`src/rtl/night_rider_pkg.sv`:
```
// night_rider_pkg: shared opcodes, FSM states and scan modes for the night-rider scanner.
package night_rider_pkg;
  localparam logic [2:0] OP_START_CONT  = 3'd1;
  localparam logic [2:0] OP_START_SWEEP = 3'd2;
  localparam logic [2:0] OP_PAUSE       = 3'd3;
  localparam logic [2:0] OP_RESUME      = 3'd4;
  localparam logic [2:0] OP_STOP        = 3'd5;
  typedef enum logic [1:0] {ST_IDLE, ST_LOAD, ST_RUN, ST_PAUSED} state_e;
  typedef enum logic {MODE_CONT, MODE_SWEEP} mode_e;
endpackage

```
`src/rtl/nr_step_timer.sv`:
```
// nr_step_timer: tick counter that flags the last cycle of each step period.
module nr_step_timer #(
  parameter int PERIOD_W = 16
) (
  input  logic                clk,
  input  logic                rst,
  input  logic                clr,
  input  logic                en,
  input  logic [PERIOD_W-1:0] period,
  output logic                step
);
  logic [PERIOD_W-1:0] tick_q, tick_d;
  assign step = tick_q == period - PERIOD_W'(1);
  always_comb tick_d = clr ? '0 : en ? (step ? '0 : tick_q + PERIOD_W'(1)) : tick_q;
  always_ff @(posedge clk or posedge rst)
    if (rst) tick_q <= '0;
    else tick_q <= tick_d;
endmodule

```
`src/rtl/night_rider_scan_ctrl.sv`:
```
// night_rider_scan_ctrl: command-driven bouncing one-hot LED sequencer with
// continuous and single-sweep modes.
module night_rider_scan_ctrl
  import night_rider_pkg::*;
#(
  parameter int N        = 8,
  parameter int PERIOD_W = 16
) (
  input  logic                 clk,
  input  logic                 rst,
  input  logic                 cmd_valid,
  input  logic [2:0]           cmd_op,
  input  logic [PERIOD_W-1:0]  cmd_period,
  output logic                 cmd_ready,
  output logic                 cmd_err,
  output logic [N-1:0]         led_out,
  output logic [$clog2(N)-1:0] pos,
  output logic                 dir,
  output logic                 step,
  output logic                 busy,
  output logic                 sweep_done
);
  localparam int POS_W = $clog2(N);
  state_e state_q, state_d;
  mode_e mode_q, mode_d;
  logic [PERIOD_W-1:0] period_q, period_d;
  logic [POS_W-1:0] pos_q, pos_d, pos_nx;
  logic dir_q, dir_d, err_q, done_q;
  logic accept, is_start, legal, adv, fin, restart, clr, en, tmr_step;
  nr_step_timer #(.PERIOD_W(PERIOD_W)) u_timer (
    .clk(clk), .rst(rst), .clr(clr), .en(en), .period(period_q), .step(tmr_step)
  );
  // a legal command in the same cycle as a step wins: pos holds, no sweep completion
  always_comb begin
    cmd_ready = state_q != ST_LOAD;
    accept = cmd_valid && cmd_ready;
    is_start = cmd_op == OP_START_CONT || cmd_op == OP_START_SWEEP;
    legal = accept && (is_start || (cmd_op == OP_PAUSE && state_q == ST_RUN) ||
            (cmd_op == OP_RESUME && state_q == ST_PAUSED) || (cmd_op == OP_STOP && state_q != ST_IDLE));
    step = state_q == ST_RUN && tmr_step;
    adv = step && !legal;
    pos_nx = dir_q ? pos_q + POS_W'(1) : pos_q - POS_W'(1);
    fin = adv && mode_q == MODE_SWEEP && !dir_q && pos_nx == '0;
    restart = (legal && (is_start || cmd_op == OP_STOP)) || fin;
    state_d = legal ? (is_start ? ST_LOAD : cmd_op == OP_PAUSE ? ST_PAUSED : cmd_op == OP_RESUME ? ST_RUN : ST_IDLE)
            : fin ? ST_IDLE : state_q == ST_LOAD ? ST_RUN : state_q;
    mode_d = (legal && is_start) ? (cmd_op == OP_START_SWEEP ? MODE_SWEEP : MODE_CONT) : mode_q;
    period_d = (legal && is_start) ? (cmd_period == '0 ? PERIOD_W'(1) : cmd_period) : period_q;
    pos_d = restart ? '0 : adv ? pos_nx : pos_q;
    dir_d = restart ? 1'b1 : adv ? (pos_nx == POS_W'(N - 1) ? 1'b0 : pos_nx == '0 ? 1'b1 : dir_q) : dir_q;
    clr = state_d != state_q && state_d != ST_PAUSED;
    en = state_q == ST_RUN && state_d == ST_RUN;
  end
  always_ff @(posedge clk or posedge rst)
    if (rst) begin
      state_q  <= ST_IDLE;
      mode_q   <= MODE_CONT;
      period_q <= PERIOD_W'(1);
      pos_q    <= '0;
      dir_q    <= 1'b1;
      err_q    <= 1'b0;
      done_q   <= 1'b0;
    end else begin
      state_q  <= state_d;
      mode_q   <= mode_d;
      period_q <= period_d;
      pos_q    <= pos_d;
      dir_q    <= dir_d;
      err_q    <= accept && !legal;
      done_q   <= fin;
    end
  assign busy       = state_q != ST_IDLE;
  assign led_out    = busy ? N'(1) << pos_q : '0;
  assign pos        = pos_q;
  assign dir        = dir_q;
  assign cmd_err    = err_q;
  assign sweep_done = done_q;
endmodule

```
`config.mk`:
```
export PLATFORM = sky130hd
export DESIGN_NAME = night_rider_scan_ctrl
export DESIGN_NICKNAME = d
export VERILOG_FILES = /design/src/rtl/night_rider_pkg.sv /design/src/rtl/nr_step_timer.sv /design/src/rtl/night_rider_scan_ctrl.sv
export SDC_FILE = /design/constraint.sdc
export NUM_CORES = 1
export LEC_CHECK = 0
export BUFFER_PORTS_ARGS = -buffer_cell sky130_fd_sc_hd__buf_2
export CAP_MARGIN = 20
export CORE_MARGIN = 4
export CORE_UTILIZATION = 55
export CTS_CLUSTER_DIAMETER = 120
export DETAILED_ROUTE_END_ITERATION = 6
export PLACE_DENSITY = 0.89
export SLEW_MARGIN = 10
export SYNTH_ARGS = -nofsm -noshare
export SYNTH_HDL_FRONTEND = slang
export SYNTH_SLANG_ARGS = --single-unit
```
`constraint.sdc`:
```
create_clock -name clk -period 2.9 [get_ports clk]
set_input_delay 0.145 -clock clk [delete_from_list [all_inputs] [get_ports clk]]
set_output_delay 0.145 -clock clk [all_outputs]
set_load 0.01 [all_outputs]
```
# After elaboration in Yosys (flattened, before gate mapping)
# Cells that the tools add are included.
dict set report totals {
  input_bits 22
  out_inout_bits 17
  regBits 41
}
dict set report classes {
  n_eq_ne 14
  reduce_logical 30
  n_shift 1
  muxes 19
  addsub 4
}
# op count
set ops {}
lappend ops {{$mux 16} 4}
lappend ops {{$add 16x1->16 const B} 1}
lappend ops {{$eq 16x16->1} 1}
lappend ops {{$logic_not 16->1} 1}
lappend ops {{$sub 16x1->16 const B} 1}
lappend ops {{$logic_and 1x1->1} 15}
lappend ops {{$mux 2} 6}
lappend ops {{$eq 3x3->1 const B} 3}
lappend ops {{$mux 3} 3}
lappend ops {{$mux 8} 1}
lappend ops {{$shl 1x3->8 const A} 1}
lappend ops {{$eq 2x2->1 const B} 3}
lappend ops {{$eq 3x2->1 const B} 2}
lappend ops {{$logic_or 1x1->1} 6}
lappend ops {{$reduce_bool 2->1} 3}
lappend ops {{$mux 1} 5}
lappend ops {{$add 3x1->3 const B} 1}
lappend ops {{$eq 3x1->1 const B} 1}
lappend ops {{$logic_not 3->1} 1}
lappend ops {{$reduce_bool 3->1} 1}
lappend ops {{$sub 3x1->3 const B} 1}
lappend ops {{$eq 2x1->1 const B} 1}
lappend ops {{$logic_not 1->1} 2}
lappend ops {{$ne 2x1->1 const B} 1}
lappend ops {{other kinds (3)} 3}

# Logic depth before layout (Yosys ltp)
dict set report depth {
  word_depth 17
  ltp_mapped 10
  mapped_depth_nobuf 9
}

# By module
# A second synthesis with hierarchy kept.
dict set report hier_totals {
  hier_cells 320
  area_unflattened_um2 2935.3
}
# module n_inst seq_area_each_um2 cells_each area_per_inst_um2
set modules_own_cells {}
lappend modules_own_cells {nr_step_timer 1 400.4 179 1506.4}
lappend modules_own_cells {night_rider_scan_ctrl 1 628.1 141 1428.9}

# Worst setup path before layout
# No wires, ideal clock.
dict set report synth_timing {
  path_kind {reg-to-reg}
  from {register period_q[0]}
  to {register u_timer.tick_q[14]}
  t_required_ns 2.824
  t_arrival_ns 2.460
  path_stages_with_launch 11
  setup_slack_ns 0.364
  setup_ns 0.076
  period_less_slack_ns 2.536
  path_cell_list {dfstp_2 inv_1 ha_1 nor4b_2 and4_1 nor4_1 nand2_1 and4_4 buf_6 or4_1 o21ai_1}
}
dict set report synth_between {
  elab_chain_cells 12
}
# element line_no
set synth_lines {}
lappend synth_lines {{start: declaration} night_rider_scan_ctrl.sv:26} ;# logic [PERIOD_W-1:0] period_q, period_d;
lappend synth_lines {{start signal: assignment} night_rider_scan_ctrl.sv:66} ;# period_q <= period_d;
lappend synth_lines {{$sub 16x1->16 *} nr_step_timer.sv:13} ;# assign step = tick_q == period - PERIOD_W'(1);
lappend synth_lines {{$eq 16x16->1 *} nr_step_timer.sv:13}
lappend synth_lines {{$logic_and 1x1->1} night_rider_scan_ctrl.sv:40} ;# step = state_q == ST_RUN && tmr_step;
lappend synth_lines {{$logic_and 1x1->1} night_rider_scan_ctrl.sv:41} ;# adv = step && !legal;
lappend synth_lines {{$logic_and 1x1->1 (3 in series)} night_rider_scan_ctrl.sv:43} ;# fin = adv && mode_q == MODE_SWEEP && !dir_q && pos_nx == '0;
lappend synth_lines {{$mux 2} night_rider_scan_ctrl.sv:46} ;# : fin ? ST_IDLE : state_q == ST_LOAD ? ST_RUN : state_q;
lappend synth_lines {{$mux 2} night_rider_scan_ctrl.sv:45} ;# state_d = legal ? (is_start ? ST_LOAD : cmd_op == OP_PAUSE ? ST_PAUSED : cmd_op == OP_RESUME ? ST_RUN : ST_IDL ...
lappend synth_lines {{$ne 2x2->1 or $eq 2x2->1 (tied branches)} {night_rider_scan_ctrl.sv:51, night_rider_scan_ctrl.sv:52}}
lappend synth_lines {{$logic_and 1x1->1 (on tied branches)} {night_rider_scan_ctrl.sv:51, night_rider_scan_ctrl.sv:52}}
lappend synth_lines {{$mux 16 or $reduce_bool 2->1 (tied branches)} n/a}
lappend synth_lines {{end signal: assignment} nr_step_timer.sv:17} ;# else tick_q <= tick_d;
lappend synth_lines {{end: declaration} nr_step_timer.sv:12} ;# logic [PERIOD_W-1:0] tick_q, tick_d;
# Mark *: on every way between the ends. The rest lies on a longest branch, timed or not. The select of a mux whose other input is x is not followed.
# A chain may end at the register's enable or synchronous reset.

# Final worst setup path
dict set report layout_timing {
  from {register period_q[0]}
  to {output port step}
}
dict set report layout_between {
  elab_chain_cells 3
}
# element line_no
set layout_lines {}
lappend layout_lines {{$sub 16x1->16} nr_step_timer.sv:13}
lappend layout_lines {{$eq 16x16->1} nr_step_timer.sv:13}
lappend layout_lines {{$logic_and 1x1->1} night_rider_scan_ctrl.sv:40}
lappend layout_lines {{end: declaration} night_rider_scan_ctrl.sv:19} ;# output logic step,
# No other way between the ends.

==> results by stage <==
Run status:
- The flow ran to the end, and the final reports show no timing, DRC or antenna violations.

Power and ir drop:
- The total leakage power is 1.41 nW.
- Dividing total power by cell area gives a power density of 679 nW/µm².
- The maximum vdd ir drop is 0.468 mV.

Clock tree:
- The insertion delay to the later sink of the worst-skew pair is 0.30 ns.
- The total number of clock tree sinks is 41.
- The H-tree was split into 2 levels.
- Counting the buffers created by CTS gives 5.
- The clock transition at the registers of the reported paths is 0.07 ns.
- TritonCTS built the clock tree.
- In this run the deepest clock path goes through 2 buffers.
- The buffer cell driving the clock tree root is clkbuf_8.
- The total setup buffers inserted after CTS is 0.

Global routing:
- The first global-routing pass estimated 11,700 µm of wire.
- The total overflow left after global routing is 0.
- Across every metal layer, demand over resource in global routing totals 0.224.
- The number of global-route vias before repair is 2,532.
- The number of antenna violations at the first check in global routing came to 0.
- Entering global routing, the biggest net connects 42 pins.

Detailed routing:
- After detailed routing, the number of vias per cell comes to 6.32.
- The DRC marker count from the first detailed-route iteration is 234.
- After detailed routing, the number of remaining DRC violations is 0.
- After detailed routing, the total wire length is 7160 µm.
- The final route contains 2,762 vias.
- The final antenna-violating net count is 0.
- After detailed routing, the average wire length per cell comes to 16.4 µm.
- Before antenna repair, the detailed router went through 5 iterations.

Placed design:
- Detailed placement ended at an HPWL of 5150 µm.
- At the placement stage, the worst setup path has a slack of 0.0930 ns.
- The weighted congestion reported at the end of routability-driven placement is 0.898.
- The count of buffers from port buffering is 38.

Yosys:
- After synthesis, the share of flip-flops with an asynchronous set or reset is 1.00.
- After synthesis, the cell types taking the most area are dfrtp_1 (33%), a22o_1 (4.2%), nor2_1 (3.6%).
- The part of the Yosys area used for sequential elements is 0.352.
- The number of different library cells used by synthesis comes to 63.
- The mean instance size in the synthesized netlist is 8.76 µm².
- The total number of yosys warnings is 0.
- The library cell occupying the most area in the post-synthesis netlist is dfrtp_1.
- Counting flops with a built-in enable in the synthesized netlist gives 0.
- The prevailing post-synth register cell is dfrtp_1.
- The area of the mapped netlist is 2920 µm².
- The instance count of the mapped netlist is 333.
- The area share of the largest cell type after synthesis is 0.334.
- The net count of the mapped netlist is 361.
- The synthesized design contains 41 register bits.

Setup path:
- The element type at the critical path end is an output pin.
- Data on the critical path is required at its endpoint by 2.76 ns.
- The critical setup path kind is register to output pin.
- STA puts the critical path data arrival time at 2.67 ns.
- The element type at the critical path start is a register.
- The maximum fanout count along the critical path is 9.

STA:
- Hold timing on the final database bottoms out at a slack of 0.0814 ns.
- The final clock skew is 0.00723 ns.
- The clock period minus final worst setup slack is 2.81 ns.
- The final count of pins violating max slew is 0.
- Dividing the final minimum period by the clock period gives 0.969.
- The worst path setup slack after routing is 0.0886 ns.
- At the pin with the least slew margin, the transition time is 0.717 ns.
- The number of hold-slack violations in the final timing report is 0.
- Setup violations remaining at the end of the flow were counted as 0.
- The achievable clock frequency is 356 MHz.
- The worst pin sits at a relative slew slack of 0.520.

Final layout:
- The layout has 427 filler cells.
- The final-stage net count is 394.
- Of the cells placed in the final design, the portion with a size suffix greater than 1 is 0.207.
- The share of the core filled with cells in the final layout is 0.648.
- Compared with the post-synthesis result, the final layout area differs by 14.1%.
- 0 antenna diodes ended up in the layout.

Die:
- The die covers 6530 µm².
- The effective utilization at floorplan is 0.568.
- The total area inside the core boundary comes to 5140 µm².
- After floorplanning, the core was divided into 26 placement rows.
- The overall die width is 80.8 µm.
- Pin placement for this block handled 39 I/O pins.
- The die is 80.8 µm tall.

Worst hold path:
- The kind of path behind the tightest hold check is input pin to register.

Job:
- The number of max-cap violations is 0.
-- registers in the layout, summed over array words and instances, names as in the netlist --
name	flops
cmd_err	1
pos	3
period_q	16
u_timer.tick_q	16
mode_q	1
dir	1
sweep_done	1
state_q	2
-- cells in the final DEF (no fill, tap or decap), types with 3 or more instances in the layout --
cell	instances
nand2_1	26
buf_4	4
and3_1	7
xor2_1	9
a21oi_1	13
ha_1	5
buf_2	38
nor2b_1	7
nand2b_1	10
or4_1	4
xnor2_1	10
nor3_1	11
nor4_1	12
or3_1	3
inv_1	10
a31oi_1	4
nor2_1	28
clkbuf_8	5
or2_2	3
a31o_1	4
clkbuf_1	3
a32o_1	5
o21ai_0	8
o21ai_1	11
dfrtp_1	38
a22o_1	14
mux2_2	5
nand3_1	11
nor4b_1	4
-- synth_stat cells, drive strengths merged, types with 4 or more instances --
master,n
a21oi,14
a22o,14
a31o,4
a31oi,4
a32o,5
and3,7
buf,6
clkbuf,12
dfrtp,39
ha,5
inv,10
mux2,5
nand2,26
nand2b,10
nand3,11
nor2,28
nor2b,7
nor3,12
nor4,16
nor4b,6
o21ai,20
or3,4
or4,5
xnor2,10
xor2,9
-- timing repair --
action,CTS,global route
hold buffers,1,0
setup endpoints to repair,0,16
gates resized for setup,0,15
endpoints found under the hold margin,39,0
-- area by class of cell --
class                   count  area, µm²  share of cell area
repair buffers             43        230              0.0692
multi-input cells         265       1860               0.560
well taps                  70       87.6              0.0263
clock buffers               8       80.1              0.0241
flip-flops and latches     41       1030               0.309
inverters                  10       37.5              0.0113
-- per-stage QoR --
stage	setup TNS, ns	cell area [µm²]	instances	power (mW)
finish	0	3330	437	2.26
global route	-0.0263	3330	437	2.40
CTS	0	3230	436	2.13
detailed placement	0	3140	427	1.77
global placement	0	3140	427	1.74
floorplan	0	2920	333	1.55
-- cells by family after synthesis --
kind of cell / after synthesis / synth area share
fa+ha+maj: 6 / 0.0283
compound gates: 84 / 0.203
simple gates: 149 / 0.292
mux: 6 / 0.0227
buf+inv: 28 / 0.0437
xor+xnor: 19 / 0.0570
flops: 41 / 0.352
-- final timing paths --
kind	slack (ns)	to	cells after the start	from
max in group asynchronous	2.01	period_q[5]	4	rst
hold reg to reg	0.55	period_q[15]	1	period_q[15]
min in group asynchronous	0.51	cmd_err	4	rst
hold / removal	0.08	period_q[6]	2	cmd_period[6]
setup reg to reg	0.10	u_timer.tick_q[3]	9	period_q[0]
setup / recovery	0.09	step	9	period_q[0]
-- critical path, cell delays in order (launching register included) --
cell,delay [ns]
dfstp_2,0.59
inv_1,0.07
ha_1,0.26
nor4b_4,0.17
a2111oi_2,0.49
nor4_4,0.11
a21oi_2,0.19
nand4_4,0.18
nor2_1,0.16
buf_2,0.15
-- power by group --
group	leakage, nW	total (mW)	internal [mW]	switching (mW)
clock network	0.0395	0.362	0.171	0.191
logic	0.837	0.979	0.427	0.552
registers	0.530	0.921	0.692	0.229
total	1.41	2.26	1.29	0.971
-- metal layers --
metal,GRT usage,part of all wire
met1,0.295,0.43
met2,0.381,0.50
met3,0.0344,0.053
met4,0.0659,0.019
met5,0,0
(Power assumes the default switching activity.)
